`src/rtl/rtf64_pic_pkg.sv`:
```
// Shared constants and types for the rtf64 programmable interrupt controller.
package rtf64_pic_pkg;

  localparam int PIC_NSRC = 16;

  // Word offsets, decoded from adr_i[4:2]
  localparam logic [2:0] PIC_PEND  = 3'd0;
  localparam logic [2:0] PIC_EN    = 3'd1;
  localparam logic [2:0] PIC_EDGE  = 3'd2;
  localparam logic [2:0] PIC_CTRL  = 3'd3;
  localparam logic [2:0] PIC_CAUSE = 3'd4;
  localparam logic [2:0] PIC_SWSET = 3'd5;

  typedef logic [PIC_NSRC-1:0] pic_vec_t;

endpackage

```
`src/rtl/rtf64_pic_prienc.sv`:
```
// 16-to-4 priority encoder: the highest set index wins; idx is 0 when nothing is set.
module rtf64_pic_prienc
  import rtf64_pic_pkg::*;
(
  input  pic_vec_t   req,
  output logic [3:0] idx,
  output logic       any
);

  always_comb begin
    idx = '0;
    for (int i = 0; i < PIC_NSRC; i++)
      if (req[i]) idx = i[3:0];
    any = |req;
  end

endmodule

```
`src/rtl/rtf64_pic.sv`:
```
// rtf64 interrupt controller: edge/level latching, masking and priority of 16 sources.
// Optional RTF64_PIC_NMI_EN turns source 15 into a non-maskable edge source on nmi_o.
module rtf64_pic
  import rtf64_pic_pkg::*;
(
  input  logic        rst_i,
  input  logic        clk_i,
  input  logic        cs_i,
  input  logic        cyc_i,
  input  logic        stb_i,
  output logic        ack_o,
  input  logic [3:0]  sel_i,
  input  logic        we_i,
  input  logic [4:0]  adr_i,
  input  logic [31:0] dat_i,
  output logic [31:0] dat_o,
  input  pic_vec_t    irq_i,
  output logic        irq_o,
  output logic [3:0]  cause_o
`ifdef RTF64_PIC_NMI_EN
  , output logic      nmi_o
`endif
);

`ifdef RTF64_PIC_NMI_EN
  localparam pic_vec_t NMI_MASK = 16'h8000;
`else
  localparam pic_vec_t NMI_MASK = 16'h0000;
`endif

  pic_vec_t pend, en, edge_r, irq_s, prev;
  logic     gie, rd_ack_q;

  logic cs, wr;
  assign cs = cs_i & cyc_i & stb_i;
  assign wr = cs & we_i;
  // Reset gates the comb write ack so an interrupted access never acks
  assign ack_o = ~rst_i & cs & (we_i | rd_ack_q);

  logic wr_pend, wr_en, wr_edge, wr_ctrl, wr_swset;
  assign wr_pend  = wr && (adr_i[4:2] == PIC_PEND);
  assign wr_en    = wr && (adr_i[4:2] == PIC_EN);
  assign wr_edge  = wr && (adr_i[4:2] == PIC_EDGE);
  assign wr_ctrl  = wr && (adr_i[4:2] == PIC_CTRL);
  assign wr_swset = wr && (adr_i[4:2] == PIC_SWSET);

  pic_vec_t wm, wdat;
  assign wm   = {{8{sel_i[1]}}, {8{sel_i[0]}}};
  assign wdat = dat_i[15:0] & wm;

  logic unused_bus;
  assign unused_bus = ^{dat_i[31:16], sel_i[3:2], adr_i[1:0]};

  pic_vec_t edge_eff, edge_new, edge_chg, rise, clr, sws, pend_edge, pend_n;
  assign edge_eff  = edge_r | NMI_MASK;
  assign edge_new  = ((edge_r & ~wm) | wdat) & ~NMI_MASK;
  assign edge_chg  = wr_edge ? (edge_new ^ edge_r) : '0;
  // irq_s is the sampling stage; the edge detect works on it, not on raw irq_i
  assign rise      = irq_s & ~prev;
  assign clr       = wr_pend  ? wdat : '0;
  assign sws       = wr_swset ? wdat : '0;
  // Set (hardware or software) beats a same-cycle clear
  assign pend_edge = (pend & ~clr) | rise | sws;
  assign pend_n    = ((edge_eff & pend_edge) | (~edge_eff & irq_s)) & ~edge_chg;

  pic_vec_t   req;
  logic [3:0] win_idx;
  logic       win_any;
  assign req = pend & en & {PIC_NSRC{gie}} & ~NMI_MASK;

  rtf64_pic_prienc u_prienc (
    .req (req),
    .idx (win_idx),
    .any (win_any)
  );

  logic [31:0] rd_data;
  always_comb begin
    rd_data = '0;
    case (adr_i[4:2])
      PIC_PEND:  rd_data = {16'b0, pend};
      PIC_EN:    rd_data = {16'b0, en};
      PIC_EDGE:  rd_data = {16'b0, edge_eff};
      PIC_CTRL:  rd_data = {31'b0, gie};
      PIC_CAUSE: rd_data = {irq_o, 27'b0, cause_o};
      default:   rd_data = '0;
    endcase
  end

  always_ff @(posedge clk_i or posedge rst_i) begin
    if (rst_i) begin
      pend     <= '0;
      en       <= '0;
      edge_r   <= '0;
      gie      <= 1'b0;
      irq_s    <= '0;
      prev     <= '0;
      rd_ack_q <= 1'b0;
      dat_o    <= '0;
      irq_o    <= 1'b0;
      cause_o  <= '0;
    end else begin
      irq_s    <= irq_i;
      prev     <= irq_s;
      pend     <= pend_n;
      if (wr_en)   en     <= (en & ~wm) | wdat;
      if (wr_edge) edge_r <= edge_new;
      if (wr_ctrl && sel_i[0]) gie <= dat_i[0];
      rd_ack_q <= cs & ~we_i;
      if (cs && !we_i) dat_o <= rd_data;
      irq_o    <= win_any;
      cause_o  <= win_idx;
    end
  end

`ifdef RTF64_PIC_NMI_EN
  always_ff @(posedge clk_i or posedge rst_i) begin
    if (rst_i) nmi_o <= 1'b0;
    else       nmi_o <= pend[PIC_NSRC-1];
  end
`endif

endmodule

```
`config.mk`:
```
export PLATFORM = sky130hd
export DESIGN_NAME = rtf64_pic
export DESIGN_NICKNAME = d
export VERILOG_FILES = /design/src/rtl/rtf64_pic_pkg.sv /design/src/rtl/rtf64_pic_prienc.sv /design/src/rtl/rtf64_pic.sv
export SDC_FILE = /design/constraint.sdc
export NUM_CORES = 1
export LEC_CHECK = 0
export ABC_CLOCK_PERIOD_IN_PS = 4350
export CORE_ASPECT_RATIO = 1.25
export CORE_MARGIN = 1
export CORE_UTILIZATION = 50
export CTS_CLUSTER_SIZE = 40
export DETAILED_ROUTE_END_ITERATION = 10
export PLACE_DENSITY = 0.78
export SYNTH_ARGS = -nofsm -noshare
export SYNTH_HDL_FRONTEND = slang
export SYNTH_SLANG_ARGS = --single-unit
```
`constraint.sdc`:
```
create_clock -name clk_i -period 4.35 [get_ports clk_i]
set_clock_uncertainty 0.2 [all_clocks]
set_input_delay 0.87 -clock clk_i [delete_from_list [all_inputs] [get_ports clk_i]]
set_output_delay 0.87 -clock clk_i [all_outputs]
set_load 0.05 [all_outputs]
```
==> results.cfg, run 1 <==
[outcome]
status = finished, final reports clean

[clock_network]
h-tree-depth = 3
clock_path_buffers = 2
cts.sinks = 104
clock-root-buffer = sky130_fd_sc_hd__clkbuf_16
clk_pin_slew_ps = 60
postCtsHoldBufs = 0
insertion_delay_ps = 350
cts.repair.resized = 0
numCtsBuffers = 9
post-cts-setup-buffer-count = 0
tritoncts_clock_tree = yes

[final_layout]
mostFrequentLayoutCells = 104 x sky130_fd_sc_hd__dfrtp_1, 67 x sky130_fd_sc_hd__nand2_1, 64 x sky130_fd_sc_hd__clkdlybuf4s50_1
layout.cells.most_common = sky130_fd_sc_hd__dfrtp_1
area_growth_syn_to_fin_pct = 19.3
postLayoutCellArea_um2 = 5970
final_nets = 599
finalCoreUtilization_pct = 61.9
layout-drive-gt1-share_pct = 12.2
num_antenna_cells = 0

[drt]
detailedRoute.firstIterationViolations = 347
route.detailed.vias_per_inst = 5.74
route.detailed.wl_per_inst_um = 16.0
route.detailed.drc = 0
final_antenna_net_count = 0
route.final.wire_length_mm = 10.7
first_pass_detailed_route_iteration_total = 5
routed-via-count = 3814

[pwr]
p_leak_uw = 0.00263
netSwitchingPower_uw = 589
share_comb_of_total_power_pct = 15.6
sequentialPowerShare_pct = 49.9
pwr_density_cell_nw_per_um2 = 366
ir_worst_vdd_uv = 245
power.share.switching_pct = 26.9
p_int_uw = 1600
p_clk_share_pct = 34.5

[setup_path]
timing.critical_path.slowest_cell_delay_ps = 820
critical_path.n_buffers_inverters = 2
critical_path.cell_chain = clkdlybuf4s50_1 > nand3_1 > nor3_1 > clkdlybuf4s50_1
timing.critical_path.to_type = output pin
crit_path_frequent_cell = sky130_fd_sc_hd__clkdlybuf4s50_1
regToRegEndpoint = dat_o[0]$_DFFE_PP0P_
worst-endpoint-arrival_ps = 2470
cp_top_family = buffers and inverters
critPathRequiredTime_ps = 3280
timing.reg2reg.setup_slack_ps = 2630
cp-start-kind = input pin
setup.worst_path.class = input pin to output pin
critical_path.slowest_cell = sky130_fd_sc_hd__clkdlybuf4s50_1
critical_path.reg2reg.startpoint = gie$_DFFE_PP0P_
crit_path_max_fanout = 3
ff2ff_path_depth = 4

[flow_run]
drv.max_cap_violation_count = 0

[floorplan]
core_region_area_um2 = 9660
floorplan.initialDensity_pct = 51.8
die_x_um = 91.5
fp.dieArea_um2 = 10400
boundaryPins = 101
die_h_um = 114
std_cell_rows = 40

[sta]
rsz_0062_raised_after_global_routing = false
max_frequency_mhz = 283
post-route-period-util_pct = 81.3
worst-slew-pin-transition_ps = 822
finalSetupTns_ps = 0
timing_hold_violations_final = 0
relative_slew_margins_pct = 45.0
final.hold.worst_slack_ps = 173
fin_ws_ps = 812
report.final.slew_viol_count = 0
timing.final.crit_period_ps = 3540
final_report_setup_violation_count = 0

[hold_path]
hold-path-cell-count = 0
hold_end = prev[10]$_DFF_PP0_
hold_path_startpoint = irq_s[10]$_DFF_PP0_
holdCritPathClass = flop to flop

[yosys]
synth_cell_types = 44
synth-edff-count = 0
syn_inst = 473
postSynth.asyncResetShare_pct = 100
total_of_flip_flops_plus_latches_after_synthesis = 104
ys.flop_type = sky130_fd_sc_hd__dfrtp_1
yosys_warnings = 0
post_synth_instance_area_um2 = 5010
seq_area_frac_synth_pct = 52.0
post_syn_area_per_cell_um2 = 10.6

[global_route]
globalRouteMet2Util_pct = 36.0
grt_overflow = 0
initial_antenna_violation_count = 0
grt_pass1_vias = 3595
global_route.usage.total_pct = 21.6
grt-busiest-layer = met2
globalRouteMet3Util_pct = 2.87
grt_max_degree = 62
use_met1_pct = 28.4
wire_length_of_the_first_global_routing_pass_mm = 17.5

[placement]
gp_routability_congestion = 0.823
post_dp_cell_area_um2 = 5700
place_ws_ps = 828
dp_hpwl_mm = 7.30
io_buffer_count = 65
[power by group through the flow]
stage | Clock, uW | Sequential, uW | Combinational [uW]
floorplan | 0 | 1140 | 190
global placement | 0 | 1100 | 332
detailed placement | 0 | 1110 | 341
CTS | 771 | 1090 | 343
global route | 807 | 1100 | 369
finish | 755 | 1090 | 342
[worst max path at each step]
stage,from,to,slack (ps),cells after the start
after floorplan,rst_i,async pin,550,1
after global placement,stb_i,ack_o,830,4
after detailed placement,stb_i,ack_o,830,4
after CTS,cs_i,ack_o,820,4
after global routing,stb_i,ack_o,700,4
final,stb_i,ack_o,810,4
[cells in the mapped netlist (6+ instances only)]
| library cell | n | area, um^2 |
|---|---|---|
| sky130_fd_sc_hd__a211oi_1 | 16 | 120 |
| sky130_fd_sc_hd__a21o_1 | 15 | 113 |
| sky130_fd_sc_hd__a21oi_1 | 49 | 245 |
| sky130_fd_sc_hd__a22o_1 | 17 | 149 |
| sky130_fd_sc_hd__buf_2 | 6 | 30.0 |
| sky130_fd_sc_hd__buf_4 | 19 | 143 |
| sky130_fd_sc_hd__dfrtp_1 | 104 | 2600 |
| sky130_fd_sc_hd__inv_1 | 18 | 67.6 |
| sky130_fd_sc_hd__mux2_2 | 34 | 383 |
| sky130_fd_sc_hd__mux2i_1 | 15 | 150 |
| sky130_fd_sc_hd__nand2_1 | 67 | 251 |
| sky130_fd_sc_hd__o21ai_0 | 34 | 170 |
| sky130_fd_sc_hd__o22ai_1 | 16 | 100 |
[area by class of cell]
cell class / count / area, um^2
flip-flops and latches: 104 / 2600
clock buffers: 14 / 274
inverters: 18 / 70.1
well taps: 126 / 158
multi-input cells: 335 / 2190
fillers: 770 / 3680
repair buffers: 68 / 681
[through the flow]
stage                     cells  total power (uW)
after detailed placement    651              1450
final                       665              2190
after floorplan             487              1330
after CTS                   665              2200
after global placement      651              1430
after global routing        665              2280
[metal layers]
layer	wire length (um)	vias up
li1	-	1817
met1	4700	1851
met2	5220	129
met3	514	17
met4	223	0
met5	0	-
[cell families after synthesis]
group / count (synthesis) / share of synthesized area [%]
multiplexers: 51 / 11.3
AO/OA/AOI/OAI: 163 / 20.4
AND/OR/NAND/NOR: 106 / 10.9
buffers and inverters: 48 / 5.32
other: 1 / 0.0749
flip-flops: 104 / 52.0
(Power assumes the default switching activity.)
==> inputs of run 2 (changes only) <==
--- a/config.mk
+++ b/config.mk
@@ -5,7 +5,7 @@
 export SDC_FILE = /design/constraint.sdc
 export NUM_CORES = 1
 export LEC_CHECK = 0
-export ABC_CLOCK_PERIOD_IN_PS = 4350
+export ABC_CLOCK_PERIOD_IN_PS = 3600
 export CORE_ASPECT_RATIO = 1.25
 export CORE_MARGIN = 1
 export CORE_UTILIZATION = 50
==> constraint.sdc (replaced) <==
create_clock -name clk_i -period 3.6 [get_ports clk_i]
set_clock_uncertainty 0.2 [all_clocks]
set_input_delay 0.72 -clock clk_i [delete_from_list [all_inputs] [get_ports clk_i]]
set_output_delay 0.72 -clock clk_i [all_outputs]
set_load 0.05 [all_outputs]
==> run 2 against run 1 <==
Global-route usage up 0.82 points. Final cell count increased by 0.30%. Sequential share of layout area rose by 0.11 points. Combinational power rose by 21%. Sequential power increased by 21%. Largest cell class unchanged.
==> results.cfg, run 2 (synthesis results as in run 1) <==
[floorplan]
floorplan.initialDensity_pct = 51.8
die_x_um = 91.5
boundaryPins = 101
fp.dieArea_um2 = 10400
core_region_area_um2 = 9660
std_cell_rows = 40
die_h_um = 114

[clock_network]
insertion_delay_ps = 350
tritoncts_clock_tree = yes
cts.sinks = 104
post-cts-setup-buffer-count = 0
postCtsHoldBufs = 0
clock-root-buffer = sky130_fd_sc_hd__clkbuf_16
clk_pin_slew_ps = 60
h-tree-depth = 3
clock_path_buffers = 2
numCtsBuffers = 9
cts.repair.resized = 0

[drt]
detailedRoute.firstIterationViolations = 252
route.final.wire_length_mm = 11.0
route.detailed.drc = 0
route.detailed.wl_per_inst_um = 16.6
first_pass_detailed_route_iteration_total = 5
route.detailed.vias_per_inst = 5.80
final_antenna_net_count = 0
routed-via-count = 3870

[setup_path]
critPathRequiredTime_ps = 2680
setup.worst_path.class = input pin to output pin
cp_top_family = buffers and inverters
critical_path.cell_chain = clkdlybuf4s50_1 > nand3_1 > nor3_1 > clkdlybuf4s50_1
timing.critical_path.to_type = output pin
critical_path.n_buffers_inverters = 2
timing.reg2reg.setup_slack_ps = 1870
crit_path_max_fanout = 3
crit_path_frequent_cell = sky130_fd_sc_hd__clkdlybuf4s50_1
worst-endpoint-arrival_ps = 2330
cp-start-kind = input pin
timing.critical_path.slowest_cell_delay_ps = 820
critical_path.slowest_cell = sky130_fd_sc_hd__clkdlybuf4s50_1

[pwr]
netSwitchingPower_uw = 716
ir_worst_vdd_uv = 251
p_leak_uw = 0.00262
share_comb_of_total_power_pct = 15.9
power.share.switching_pct = 27.5
p_clk_share_pct = 33.5
p_int_uw = 1890
sequentialPowerShare_pct = 50.6
pwr_density_cell_nw_per_um2 = 438

[placement]
place_ws_ps = 357
gp_routability_congestion = 0.832
post_dp_cell_area_um2 = 5700
dp_hpwl_mm = 7.65
io_buffer_count = 65

[final_layout]
area_growth_syn_to_fin_pct = 19.0
finalCoreUtilization_pct = 61.7
mostFrequentLayoutCells = 104 x sky130_fd_sc_hd__dfrtp_1, 67 x sky130_fd_sc_hd__nand2_1, 64 x sky130_fd_sc_hd__clkdlybuf4s50_1
layout.cells.most_common = sky130_fd_sc_hd__dfrtp_1
filler_cell_count = 782
postLayoutCellArea_um2 = 5960
num_antenna_cells = 0
layout-drive-gt1-share_pct = 12.4
final_nets = 601

[global_route]
initial_antenna_violation_count = 0
wire_length_of_the_first_global_routing_pass_mm = 18.0
grt_max_degree = 62
grt_overflow = 0
global_route.usage.total_pct = 22.5
grt_pass1_vias = 3608

[sta]
rsz_0062_raised_after_global_routing = false
worst-slew-pin-transition_ps = 760
fin_ws_ps = 351
final_report_setup_violation_count = 0
timing_hold_violations_final = 0
timing.final.crit_period_ps = 3250
finalSetupTns_ps = 0
relative_slew_margins_pct = 49.4
report.final.slew_viol_count = 0
final.hold.worst_slack_ps = 174
max_frequency_mhz = 308
post-route-period-util_pct = 90.2

[hold_path]
holdCritPathClass = flop to flop

[flow_run]
drv.max_cap_violation_count = 0

[outcome]
status = finished, final reports clean
==> run 2: cell types whose count changed in the layout (fill, tap and decap cells not counted) <==
cell / delta
sky130_fd_sc_hd__buf_12: -1
sky130_fd_sc_hd__buf_4: +3
sky130_fd_sc_hd__clkbuf_1: +1
sky130_fd_sc_hd__clkbuf_8: -2
sky130_fd_sc_hd__clkinv_2: +1
sky130_fd_sc_hd__clkinvlp_4: +1
sky130_fd_sc_hd__inv_4: -1
==> run 2: worst reg2reg max path: cells and delay by family (launching register included) <==
family             cells  cell delay [ps]
and+or+nand+nor        1              160
AOI/OAI and AO/OA      2              230
muxes                  1              510
DFF                    1              510
==> run 2: final timing paths <==
kind,start,endpoint,cells after the start
max in group asynchronous,rst_i,prev[14]$_DFF_PP0_,3
hold / removal,irq_s[14]$_DFF_PP0_,prev[14]$_DFF_PP0_,0
hold reg to reg,irq_s[14]$_DFF_PP0_,prev[14]$_DFF_PP0_,0
setup / recovery,cs_i,ack_o,4
setup reg to reg,gie$_DFFE_PP0P_,dat_o[0]$_DFFE_PP0P_,4
min in group asynchronous,rst_i,rd_ack_q$_DFF_PP0_,3
==> run 2: metal layers <==
layer | vias up | global-route usage [%] | wire length [um] | share of wire (%)
met3 | 14 | 4.07 | 608 | 5.5
met1 | 1872 | 30.5 | 4920 | 45
met4 | 0 | 8.68 | 174 | 1.6
li1 | 1825 | - | - | -
met2 | 159 | 36.0 | 5340 | 48
met5 | - | 0 | 0 | 0
==> run 2: layout make-up <==
class	instances	area [um^2]	share of cell area, %
Clock buffer	13	250	4.20
Sequential cell	104	2600	43.7
Multi-Input combinational cell	335	2190	36.7
Inverter	18	71.3	1.20
Clock inverter	1	5.00	0.0840
Timing Repair Buffer	70	683	11.5
Tap cell	126	158	2.65
==> run 2: through the flow <==
step                      std cells  total power (uW)
final                           667              2610
after global placement          653              1730
after global routing            667              2720
after floorplan                 487              1610
after CTS                       667              2620
after detailed placement        653              1750
==> run 2: power groups by stage <==
stage | registers, uW | logic [uW] | clock network [uW]
6_report | 1320 | 415 | 875
5_1_grt | 1330 | 446 | 943
4_1_cts | 1320 | 416 | 888
3_5_place_dp | 1340 | 414 | 0
3_3_place_gp | 1330 | 402 | 0
2_1_floorplan | 1380 | 230 | 0
==> inputs of run 3 (changes only) <==
--- a/config.mk
+++ b/config.mk
@@ -8,10 +8,10 @@
 export ABC_CLOCK_PERIOD_IN_PS = 3600
 export CORE_ASPECT_RATIO = 1.25
 export CORE_MARGIN = 1
-export CORE_UTILIZATION = 50
+export CORE_UTILIZATION = 52
 export CTS_CLUSTER_SIZE = 40
 export DETAILED_ROUTE_END_ITERATION = 10
-export PLACE_DENSITY = 0.78
+export PLACE_DENSITY_LB_ADDON = 0.08
 export SYNTH_ARGS = -nofsm -noshare
 export SYNTH_HDL_FRONTEND = slang
 export SYNTH_SLANG_ARGS = --single-unit
==> run 3 against run 2 <==
Register-to-register slack better by 30 ps. Clock-buffer cell count fell by 3. Die area is 3.8% lower. Setup slack gained 21 ps. Sequential power about the same.
==> results.cfg, run 3 (synthesis results as in run 1) <==
[clock_network]
clock-root-buffer = sky130_fd_sc_hd__clkbuf_16
post-cts-setup-buffer-count = 0
cts.repair.resized = 0
cts.sinks = 104
tritoncts_clock_tree = yes
insertion_delay_ps = 340
postCtsHoldBufs = 0
h-tree-depth = 3
numCtsBuffers = 9
clock_path_buffers = 2
clk_pin_slew_ps = 60

[final_layout]
filler_cell_count = 730
postLayoutCellArea_um2 = 6040
final_nets = 606
num_antenna_cells = 0
layout.cells.most_common = sky130_fd_sc_hd__dfrtp_1
area_growth_syn_to_fin_pct = 20.6
layout-drive-gt1-share_pct = 13.9
mostFrequentLayoutCells = 104 x sky130_fd_sc_hd__dfrtp_1, 67 x sky130_fd_sc_hd__nand2_1, 64 x sky130_fd_sc_hd__clkdlybuf4s50_1

[global_route]
grt_max_degree = 33
grt_pass1_vias = 3741
wire_length_of_the_first_global_routing_pass_mm = 18.8
global_route.usage.total_pct = 23.8
initial_antenna_violation_count = 0
grt_overflow = 0

[drt]
route.detailed.drc = 0
route.final.wire_length_mm = 11.2
first_pass_detailed_route_iteration_total = 4
final_antenna_net_count = 0
detailedRoute.firstIterationViolations = 191
route.detailed.vias_per_inst = 5.77
route.detailed.wl_per_inst_um = 16.6
routed-via-count = 3868

[outcome]
status = finished, final reports clean

[sta]
report.final.slew_viol_count = 0
relative_slew_margins_pct = 53.6
timing.final.crit_period_ps = 3230
worst-slew-pin-transition_ps = 694
final_report_setup_violation_count = 0
finalSetupTns_ps = 0
post-route-period-util_pct = 89.6
max_frequency_mhz = 310
rsz_0062_raised_after_global_routing = false
timing_hold_violations_final = 0
fin_ws_ps = 373

[placement]
post_dp_cell_area_um2 = 5760
gp_routability_congestion = 0.809
io_buffer_count = 65
dp_hpwl_mm = 7.75
place_ws_ps = 378

[floorplan]
floorplan.initialDensity_pct = 54.3
die_x_um = 89.8
boundaryPins = 101
fp.dieArea_um2 = 10000
std_cell_rows = 39
core_region_area_um2 = 9220
die_h_um = 112

[setup_path]
cp-start-kind = input pin
timing.critical_path.to_type = output pin
crit_path_max_fanout = 3
critPathRequiredTime_ps = 2680
setup.worst_path.class = input pin to output pin
worst-endpoint-arrival_ps = 2310

[pwr]
design_power_total_uw = 2630
pwr_density_cell_nw_per_um2 = 437
p_leak_uw = 0.00266
ir_worst_vdd_uv = 232

[hold_path]
holdCritPathClass = flop to flop

[flow_run]
drv.max_cap_violation_count = 0
-- run 3: cell count changes in the layout (fill, tap and decap cells not counted) --
cell and delta:
sky130_fd_sc_hd__clkinv_2 +1, sky130_fd_sc_hd__buf_4 +3, sky130_fd_sc_hd__clkinv_4 +1, sky130_fd_sc_hd__clkbuf_1 -3
sky130_fd_sc_hd__buf_12 +2, sky130_fd_sc_hd__clkinvlp_4 +2
-- run 3: per-stage QoR --
| step | hold slack, ps | instances | utilization [%] |
|---|---|---|---|
| detailed placement | 161 | 655 | 62.5 |
| floorplan | 148 | 487 | - |
| global placement | 157 | 655 | 62.5 |
| finish | 174 | 670 | 65.4 |
| global route | 179 | 670 | 65.4 |
| CTS | 176 | 670 | 65.4 |
-- run 3: layer usage --
| metal | wire length, um | track usage, % | vias to the layer above | share of wire (%) |
|---|---|---|---|---|
| met5 | 0 | 0 | - | 0 |
| met3 | 600 | 3.42 | 18 | 5.4 |
| met2 | 5450 | 38.9 | 124 | 49 |
| met1 | 4900 | 31.9 | 1901 | 44 |
| li1 | - | - | 1825 | - |
| met4 | 206 | 10.3 | 0 | 1.8 |
-- run 3: path summary, 6_finish.rpt --
kind / from / end / slack [ps] / cells past startpoint
worst max-delay path: stb_i / ack_o / 370 / 4
worst min-delay path: irq_s[8]$_DFF_PP0_ / prev[8]$_DFF_PP0_ / 170 / 0
worst max register to register: gie$_DFFE_PP0P_ / dat_o[0]$_DFFE_PP0P_ / 1900 / 4
worst min register to register: irq_s[8]$_DFF_PP0_ / prev[8]$_DFF_PP0_ / 170 / 0
max in group asynchronous: rst_i / async pin / 1870 / 3
min in group asynchronous: rst_i / dat_o[3]$_DFFE_PP0P_ / 680 / 2
-- run 3: cell type report --
cell class / instances / area, um^2 / area share (%)
multi-input combinational: 335 / 2190 / 36.3
tap: 123 / 154 / 2.55
clock inverter: 5 / 33.8 / 0.560
timing repair buffer: 75 / 746 / 12.4
inverter: 18 / 71.3 / 1.18
sequential: 104 / 2600 / 43.1
clock buffer: 10 / 239 / 3.96
-- run 3: report_power, final --
| group | switching [uW] | internal [uW] |
|---|---|---|
| Combinational | 246 | 172 |
| Sequential | 72.5 | 1250 |
| Clock | 417 | 482 |
-- run 3: critical path, stage by stage --
cell and delay (ps):
sky130_fd_sc_hd__clkdlybuf4s50_1 490, sky130_fd_sc_hd__nand3_1 100, sky130_fd_sc_hd__nor3_1 170, sky130_fd_sc_hd__clkdlybuf4s50_1 820
